`config.mk`:
```
export PLATFORM = sky130hd
export DESIGN_NAME = pipe_trace_buffer
export DESIGN_NICKNAME = d
export VERILOG_FILES = /design/src/rtl/pipe_trace_pkg.sv /design/src/rtl/trace_ram.sv /design/src/rtl/pipe_trace_buffer.sv
export SDC_FILE = /design/constraint.sdc
export NUM_CORES = 2
export LEC_CHECK = 0
export CAP_MARGIN = 10
export CORE_ASPECT_RATIO = 0.8
export CORE_MARGIN = 8
export CORE_UTILIZATION = 60
export CTS_BUF_LIST = sky130_fd_sc_hd__clkbuf_8
export DETAILED_ROUTE_END_ITERATION = 8
export PLACE_DENSITY = 0.77
export SETUP_SLACK_MARGIN = 0.5
export SLEW_MARGIN = 20
export SYNTH_ARGS = -nofsm -noshare
export SYNTH_HDL_FRONTEND = slang
export SYNTH_HIERARCHICAL = 1
export SYNTH_SLANG_ARGS = --single-unit
```
`constraint.sdc`:
```
create_clock -name clk_i -period 25.6 [get_ports clk_i]
set_input_delay 6.4 -clock clk_i [delete_from_list [all_inputs] [get_ports clk_i]]
set_output_delay 6.4 -clock clk_i [all_outputs]
set_load 0.01 [all_outputs]
```
`src/rtl/pipe_trace_pkg.sv`:
```
// rtl/pipe_trace_pkg.sv - state encoding and width helper for the pipeline trace buffer
package pipe_trace_pkg;

    typedef enum logic [1:0] {
        ST_IDLE  = 2'd0,
        ST_ARMED = 2'd1,
        ST_POST  = 2'd2,
        ST_DONE  = 2'd3
    } trace_state_e;

    function automatic int clog2(input int value);
        int r;
        r = 0;
        for (int i = 0; i < 31; i++) begin
            if ((1 << i) < value) r = i + 1;
        end
        return r;
    endfunction

endpackage

```
`src/rtl/trace_ram.sv`:
```
// rtl/trace_ram.sv - DEPTH x (CH*W) sample store, one write port, registered read with channel select
module trace_ram
    import pipe_trace_pkg::*;
#(
    parameter  int W     = 32,
    parameter  int CH    = 4,
    parameter  int DEPTH = 16,
    localparam int AW    = clog2(DEPTH),
    localparam int CHW   = (CH > 1) ? clog2(CH) : 1
) (
    input  logic              clk_i,
    input  logic              clrn_i,
    input  logic              wr_en_i,
    input  logic [AW-1:0]     wr_addr_i,
    input  logic [CH*W-1:0]   wr_data_i,
    input  logic              rd_en_i,
    input  logic [AW-1:0]     rd_addr_i,
    input  logic [CHW-1:0]    rd_ch_i,
    output logic [W-1:0]      rd_data_o
);

    logic [CH*W-1:0] mem_q [DEPTH];
    logic [CH*W-1:0] row_q;
    logic [CHW-1:0]  ch_q;

    always_ff @(posedge clk_i) begin
        if (wr_en_i) mem_q[wr_addr_i] <= wr_data_i;
    end

    // Only the output row is reset so the read data reads zero while held in reset.
    always_ff @(posedge clk_i or negedge clrn_i) begin
        if (!clrn_i) begin
            row_q <= '0;
            ch_q  <= '0;
        end else if (rd_en_i) begin
            row_q <= mem_q[rd_addr_i];
            ch_q  <= rd_ch_i;
        end
    end

    always_comb begin
        rd_data_o = '0;
        for (int k = 0; k < CH; k++) begin
            if (ch_q == CHW'(k)) rd_data_o = row_q[k*W +: W];
        end
    end

endmodule

```
`src/rtl/pipe_trace_buffer.sv`:
```
// rtl/pipe_trace_buffer.sv - triggered circular capture of pipeline probe channels with oldest-first readout
module pipe_trace_buffer
    import pipe_trace_pkg::*;
#(
    parameter  int W     = 32,
    parameter  int CH    = 4,
    parameter  int DEPTH = 16,
    parameter  int POST  = 8,
    localparam int AW    = clog2(DEPTH),
    localparam int CNTW  = AW + 1,
    localparam int CHW   = (CH > 1) ? clog2(CH) : 1
) (
    input  logic              clk_i,
    input  logic              clrn_i,
    input  logic [CH*W-1:0]   probe_i,
    input  logic              probe_vld_i,
    input  logic              arm_i,
    input  logic              trig_i,
    input  logic              rd_req_i,
    input  logic [CHW-1:0]    rd_ch_i,
    output logic [W-1:0]      rd_data_o,
    output logic              rd_vld_o,
    output logic              rd_last_o,
    output logic [1:0]        state_o,
    output logic [CNTW-1:0]   count_o
);

    localparam logic [CNTW-1:0] DEPTH_C = CNTW'(DEPTH);
    localparam logic [CNTW-1:0] POST_C  = CNTW'(POST);

    trace_state_e    state_q, state_d;
    logic [AW-1:0]   wr_ptr_q, wr_ptr_d, rd_ptr_q, rd_ptr_d;
    logic [CNTW-1:0] fill_q, fill_d, post_q, post_d, left_q, left_d;
    logic            rd_vld_q, rd_vld_d, rd_last_q, rd_last_d;
    logic            wr_en, rd_en;

    always_comb begin
        state_d   = state_q;
        wr_ptr_d  = wr_ptr_q;
        rd_ptr_d  = rd_ptr_q;
        fill_d    = fill_q;
        post_d    = post_q;
        left_d    = left_q;
        rd_vld_d  = 1'b0;
        rd_last_d = 1'b0;
        wr_en     = 1'b0;
        rd_en     = 1'b0;
        case (state_q)
            ST_IDLE: begin
                if (arm_i) begin
                    wr_ptr_d = '0;
                    fill_d   = '0;
                    post_d   = '0;
                    state_d  = ST_ARMED;
                end
            end
            ST_ARMED, ST_POST: begin
                wr_en = probe_vld_i;
                if (probe_vld_i) begin
                    wr_ptr_d = wr_ptr_q + AW'(1);
                    if (fill_q != DEPTH_C) fill_d = fill_q + CNTW'(1);
                end
                // A qualified sample on the trigger cycle is already the first post sample.
                if (state_q == ST_ARMED) begin
                    if (trig_i) begin
                        post_d  = POST_C - CNTW'(probe_vld_i);
                        state_d = (post_d == '0) ? ST_DONE : ST_POST;
                    end
                end else if (probe_vld_i) begin
                    post_d = post_q - CNTW'(1);
                    if (post_q == CNTW'(1)) state_d = ST_DONE;
                end
                if (state_d == ST_DONE) begin
                    rd_ptr_d = wr_ptr_d - fill_d[AW-1:0];
                    left_d   = fill_d;
                end
            end
            ST_DONE: begin
                if (arm_i) begin
                    wr_ptr_d = '0;
                    rd_ptr_d = '0;
                    fill_d   = '0;
                    post_d   = '0;
                    left_d   = '0;
                    state_d  = ST_ARMED;
                end else if (rd_req_i) begin
                    rd_en    = 1'b1;
                    rd_vld_d = 1'b1;
                    rd_ptr_d = rd_ptr_q + AW'(1);
                    left_d   = left_q - CNTW'(1);
                    if (left_q == CNTW'(1)) begin
                        rd_last_d = 1'b1;
                        state_d   = ST_IDLE;
                    end
                end
            end
            default: state_d = ST_IDLE;
        endcase
    end

    always_ff @(posedge clk_i or negedge clrn_i) begin
        if (!clrn_i) begin
            state_q   <= ST_IDLE;
            wr_ptr_q  <= '0;
            rd_ptr_q  <= '0;
            fill_q    <= '0;
            post_q    <= '0;
            left_q    <= '0;
            rd_vld_q  <= 1'b0;
            rd_last_q <= 1'b0;
        end else begin
            state_q   <= state_d;
            wr_ptr_q  <= wr_ptr_d;
            rd_ptr_q  <= rd_ptr_d;
            fill_q    <= fill_d;
            post_q    <= post_d;
            left_q    <= left_d;
            rd_vld_q  <= rd_vld_d;
            rd_last_q <= rd_last_d;
        end
    end

    trace_ram #(
        .W     (W),
        .CH    (CH),
        .DEPTH (DEPTH)
    ) u_ram (
        .clk_i     (clk_i),
        .clrn_i    (clrn_i),
        .wr_en_i   (wr_en),
        .wr_addr_i (wr_ptr_q),
        .wr_data_i (probe_i),
        .rd_en_i   (rd_en),
        .rd_addr_i (rd_ptr_q),
        .rd_ch_i   (rd_ch_i),
        .rd_data_o (rd_data_o)
    );

    assign rd_vld_o  = rd_vld_q;
    assign rd_last_o = rd_last_q;
    assign state_o   = state_q;
    assign count_o   = fill_q;

endmodule

```
# ---- Yosys cells after proc, flatten, opt, wreduce, memory -nomap -nowiden
# Memories as Yosys holds them, arrays and structs flattened. A register that Yosys moved wholly into a read port is not among the register bits.
# Cells that the tools add are included.
dict set report word_totals {
  ff_bits 29
  ramBits 2048
  in_bits 136
  out_inout_bits 41
  word_cells 90
  n_memories 1
}
dict set report op_classes {
  add_sub_neg 7
  n_eq_ne 17
  n_mux 46
  reduce_logical 10
}
# memory words width rd rd_ports_with_merged_regs write_ports line_no
set mem_list {}
lappend mem_list {u_ram.mem_q 16 128 1 1 1 trace_ram.sv:22} ;# logic [CH*W-1:0] mem_q [DEPTH];
# op count
set op_table {}
lappend op_table {{32-bit 2-to-1 mux} 4}
lappend op_table {{5-bit 2-to-1 mux} 10}
lappend op_table {{5-bit one-hot mux with 2 select lines} 3}
lappend op_table {{4-bit 2-to-1 mux} 6}
lappend op_table {{2-bit 2-to-1 mux} 9}
lappend op_table {{4-bit one-hot mux with 2 select lines} 2}
lappend op_table {{3-bit inequality test, second input constant} 4}
lappend op_table {{1-bit 2-to-1 mux} 11}
lappend op_table {{2-bit equality test, second input constant} 5}
lappend op_table {{5-bit by 1-bit equality test with 1-bit output, second input constant} 2}
lappend op_table {{5-bit by 1-bit subtractor with 5-bit output, second input constant} 2}
lappend op_table {{3-bit AND reduction} 3}
lappend op_table {{4-bit by 1-bit adder with 4-bit output, second input constant} 2}
lappend op_table {{2-bit one-hot mux with 3 select lines} 1}
lappend op_table {{5-bit by 1-bit adder with 5-bit output, second input constant} 1}
lappend op_table {{5-bit zero test} 1}
lappend op_table {{5-bit inequality test, second input constant} 1}
lappend op_table {{4-bit by 1-bit subtractor with 5-bit output, first input constant} 1}
lappend op_table {{2-bit by 1-bit equality test with 1-bit output, second input constant} 2}
lappend op_table {{2-bit zero test} 2}
lappend op_table {{2-bit inequality test, second input constant} 2}
lappend op_table {{2-bit OR reduction} 2}
lappend op_table {{4-bit subtractor} 1}
lappend op_table {{2-bit by 1-bit inequality test with 1-bit output, second input constant} 1}
lappend op_table {{2 further kinds} 2}

# ---- Logic depth before layout (Yosys ltp)
dict set report depth {
  ltp_word 9
  mapped_depth 12
  mapped_depth_nobuf 12
}

# ---- Hierarchy
# Netlist, hierarchy kept.
# module n_inst cells_per_inst area_each_um2 seq_area_each_um2
set modules_own_cells {}
lappend modules_own_cells {trace_ram 1 3815 82699.3 64752.1}
lappend modules_own_cells {pipe_trace_buffer 1 202 1879.3 675.6}

# ---- Worst setup path before layout
# No wires, ideal clock.
dict set report synth_timing {
  kind {input -> register}
  from {input probe_vld_i}
  to {memory u_ram/mem_q[0][0] (netlist name), enable pin}
  setup_ps 772
  arrival_ps 16102
  required_time_ps 24828
  path_slack_ps 8726
  path_stages 5
  path_buffers 1
  cell_sequence {clkbuf_1 > nand2_1 > inv_1 > or3b_2 > nor3_1}
}
dict set report synth_via {
  elab_chain_len 3
}
# element line_no
set synth_rtl {}
lappend synth_rtl {{start, declared} pipe_trace_buffer.sv:16} ;# input logic probe_vld_i,
lappend synth_rtl {{1-bit 2-to-1 mux} pipe_trace_buffer.sv:48} ;# case (state_q)
lappend synth_rtl {{net wr_en} pipe_trace_buffer.sv:35} ;# logic wr_en, rd_en;
lappend synth_rtl {{1-bit 2-to-1 mux} trace_ram.sv:27} ;# if (wr_en_i) mem_q[wr_addr_i] <= wr_data_i;
lappend synth_rtl {{1-bit 2-to-1 mux (not written as such)} trace_ram.sv:27}
lappend synth_rtl {{end, declared} trace_ram.sv:22}
# The timed path passes the listed nets, and every way through them passes these cells.

# ---- Worst setup path in the final report
dict set report layout_timing {
  from {input probe_vld_i}
  to {memory u_ram/mem_q[7][108] (netlist name), enable pin}
}
# The elaborated chain is that of the path after synthesis.

==> impl_metrics.json <==
{
  "cts_sinks": 2205,
  "hold_end": "post_q[4]$_DFFE_PN0P_",
  "synthCells": 4017,
  "globalplace.congestion": 0.796,
  "initial_core_util": 0.603,
  "die_area_mm2": 0.153,
  "post-route-period-util": 0.397,
  "r2r_start": "state_o[0]$_DFFE_PN0P_",
  "internal-power_mw": 6.85,
  "cts_tree": "yes",
  "pwr-share-comb": 0.262,
  "yosysUniqueCellTypes": 60,
  "p_seq_frac": 0.460,
  "startpoint_type": "primary input",
  "syn_avg_cell_area_um2": 21.1,
  "hold_class": "reg2reg",
  "report.final.slew_viol_count": 0,
  "routed_wl_um": 197000,
  "grt_usage": 0.255,
  "synth_enable_flop_cells": 2048,
  "ys_seq_area_frac": 0.774,
  "setup_viol": 0,
  "grt_max_degree": 130,
  "cp.arrival_ns": 10.76,
  "synthArstFlopShare": 0.0712,
  "rsz0062_at_grt": "no",
  "min_path_cells": 1,
  "rrSetupSlack_ns": 20.14,
  "area_growth_pct": 11.8,
  "p_sw_frac": 0.307,
  "numCtsBuffers": 334,
  "dr.pass1.iters": 5,
  "clockPowerShare": 0.277,
  "fp.dieH_um": 352,
  "h-tree-depth": 5,
  "max_cap_violations": 0,
  "nets": 4511,
  "syn_area_mm2": 0.0846,
  "power_density_mw_per_mm2": 104,
  "reg2reg_depth": 8,
  "syn_nets": 4169,
  "p_leak_nw": 31.9,
  "num_io_pins": 177,
  "antenna_found_initial": 38,
  "fp.coreArea_mm2": 0.140,
  "post_cts.repair.setup_buffers": 0,
  "yosys_warnings": 6,
  "grt_pass1_wl_um": 289000,
  "antenna_left": 0,
  "hold_viol": 0,
  "place_ws_ns": 14.52,
  "cts-root-buf": "clkbuf_8",
  "power_switching_mw": 3.03,
  "peakVddDrop_uv": 77.7,
  "dr_total_vias": 42543,
  "cts_resized": 0,
  "fin_hold_ws_ns": 0.505,
  "finClkSkew_ns": 0.0548,
  "grt_pass1_vias": 43163,
  "hold_start": "post_q[4]$_DFFE_PN0P_",
  "placed_area_mm2": 0.0882,
  "tightestPinTransition_ns": 1.15,
  "clockBufferDepth": 4,
  "r2r-end": "u_ram/mem_q[7][108]$_DFFE_PP_",
  "stdcell_area_mm2": 0.0945,
  "crit_type": "in2reg",
  "min_period_ns": 10.16,
  "row_count": 123,
  "ctsHoldBuffers": 0,
  "timing.fmax_ghz": 0.0985,
  "final_layout_size_suffix_gt1_frac": 0.193,
  "tns_ns": 0,
  "overflow": 0,
  "wire_per_inst_um": 30.4,
  "dp_hpwl_um": 105000,
  "place.port_buffers": 176,
  "synthFlopType": "edfxtp_1",
  "path_max_fanout": 53,
  "final.fill_count": 8583,
  "cts.clk_slew.worst_paths_ns": 0.07,
  "status": "complete, no violations",
  "drtIter0Drc": 4813,
  "synth_seq_cells": 2205,
  "crit_required_ns": 26.20,
  "die_width_um": 436,
  "post-route-drc-count": 0,
  "vias_per_cell": 6.55,
  "setup_ws_ns": 15.45,
  "timing.slew.headroom": 0.231,
  "worstSetupEndpointType": "register",
  "clk_latency_ns": 1.02
}
power groups by stage:
stage                     clock network (mW)  logic, mW  registers [mW]
after global routing                    2.94       2.74            4.56
after floorplan                            0       1.88            4.44
after CTS                               2.78       2.60            4.53
final                                   2.74       2.59            4.55
after detailed placement                   0       2.59            4.60
after global placement                     0       2.55            4.59
registers in the layout (all words and copies together), names as in the netlist:
signal / cells
count_o: 5
state_o: 2
wr_ptr_q: 4
rd_last_o: 1
u_ram/mem_q: 2048
u_ram/row_q: 128
rd_ptr_q: 4
rd_vld_o: 1
left_q: 5
post_q: 5
u_ram/ch_q: 2
area by class of cell:
class	instances	area [µm²]	area share
flip-flops and latches	2205	65400	0.692
multi-input cells	1556	17900	0.189
clock buffers	367	5050	0.0534
repair buffers	245	2430	0.0257
well taps	1875	2350	0.0248
clock inverters	215	1230	0.0131
inverters	17	63.8	0.000675
diodes	20	50.0	0.000529
critical path, stage by stage:
cell and delay [ns]:
clkdlybuf4s50_1 0.82, nand2_1 0.20, inv_1 0.19, nand3b_1 0.32, nor2_4 0.91, buf_4 0.92, buf_4 0.90
cell families after synthesis:
kind of cell / count (synthesis) / synth area share
muxes: 878 / 0.158
AOI/OAI and AO/OA: 528 / 0.0415
and+or+nand+nor: 125 / 0.00746
xor gates and xnor gates: 9 / 0.000932
DFF: 2205 / 0.774
buffers and inverters: 256 / 0.0165
adders and majority gates: 16 / 0.00246
placed cells by master, fill, tap and decap left out, types with 7 or more instances in the layout:
cell             synthesis  layout
edfxtp_1              2048    2048
mux2i_1                490     490
clkbuf_8                 0     368
mux4_2                 304     304
o22ai_1                245     245
clkdlybuf4s50_1          0     175
dfrtp_1                157     151
inv_1                   17     130
a21oi_1                128     128
o32ai_1                 93      93
buf_4                   61      58
clkinv_1                 0      45
mux4_1                  42      42
mux2_2                  41      41
clkinv_2                 0      33
nor2_1                  43      31
o21ai_0                 23      23
diode_2                  0      20
nand2_1                 19      18
ha_1                    15      15
o22ai_2                 14      14
nand2b_1                15      13
bufinv_16                0      13
nor2_4                   0      12
nor3_1                  15      11
buf_12                   0      10
clkinvlp_4               0       8
xnor2_1                  7       7
worst max-delay path by stage:
| stage | start | cells past startpoint | slack (ns) | endpoint |
|---|---|---|---|---|
| after detailed placement | probe_vld_i | 7 | 14.52 | u_ram/mem_q[6][54]$_DFFE_PP_ |
| after floorplan | probe_vld_i | 5 | 8.73 | u_ram/mem_q[0][0]$_DFFE_PP_ |
| final | probe_vld_i | 7 | 15.45 | u_ram/mem_q[7][108]$_DFFE_PP_ |
| after global placement | probe_vld_i | 7 | 14.54 | u_ram/mem_q[11][63]$_DFFE_PP_ |
| after CTS | probe_vld_i | 7 | 15.61 | u_ram/mem_q[6][67]$_DFFE_PP_ |
| after global routing | probe_vld_i | 7 | 15.33 | u_ram/mem_q[6][125]$_DFFE_PP_ |
cell usage after synthesis (4+ instances only):
library cell / number / area share
nor3_1: 15 / 0.00089
nand2b_1: 15 / 0.0011
o31ai_1: 4 / 0.00036
o21ai_0: 23 / 0.0014
dfrtp_1: 157 / 0.046
o32ai_1: 93 / 0.0096
mux4_2: 304 / 0.081
a22o_1: 4 / 0.00041
mux4_1: 42 / 0.013
buf_4: 61 / 0.0054
o22ai_2: 14 / 0.0021
edfxtp_1: 2048 / 0.73
mux2i_1: 490 / 0.058
nor2b_1: 5 / 0.00037
clkbuf_1: 74 / 0.0033
mux2_2: 41 / 0.0055
nor2_1: 43 / 0.0019
ha_1: 15 / 0.0022
nand2_1: 19 / 0.00084
buf_1: 15 / 0.00067
inv_1: 17 / 0.00075
nand3_1: 4 / 0.00024
buf_6: 14 / 0.0019
a21oi_1: 128 / 0.0076
o22ai_1: 245 / 0.018
xnor2_1: 7 / 0.00072
buf_2: 73 / 0.0043
and3_1: 4 / 0.00030
routing by layer:
metal,part of all wire,track usage,vias up,wire (µm)
li1,-,-,17561,-
met1,0.38,0.349,22196,75800
met2,0.48,0.407,2378,94800
met3,0.10,0.0574,396,20100
met4,0.034,0.101,12,6650
met5,0.00043,0,-,84
through the flow:
| step | std cells | power (mW) | util |
|---|---|---|---|
| after floorplan | 4017 | 6.32 | - |
| after global placement | 5897 | 7.14 | 0.629 |
| after detailed placement | 5898 | 7.19 | 0.629 |
| after CTS | 6480 | 9.92 | 0.674 |
| after global routing | 6492 | 10.2 | 0.674 |
| final | 6500 | 9.88 | 0.674 |
Note: power is estimated with default switching activity, not from simulation.
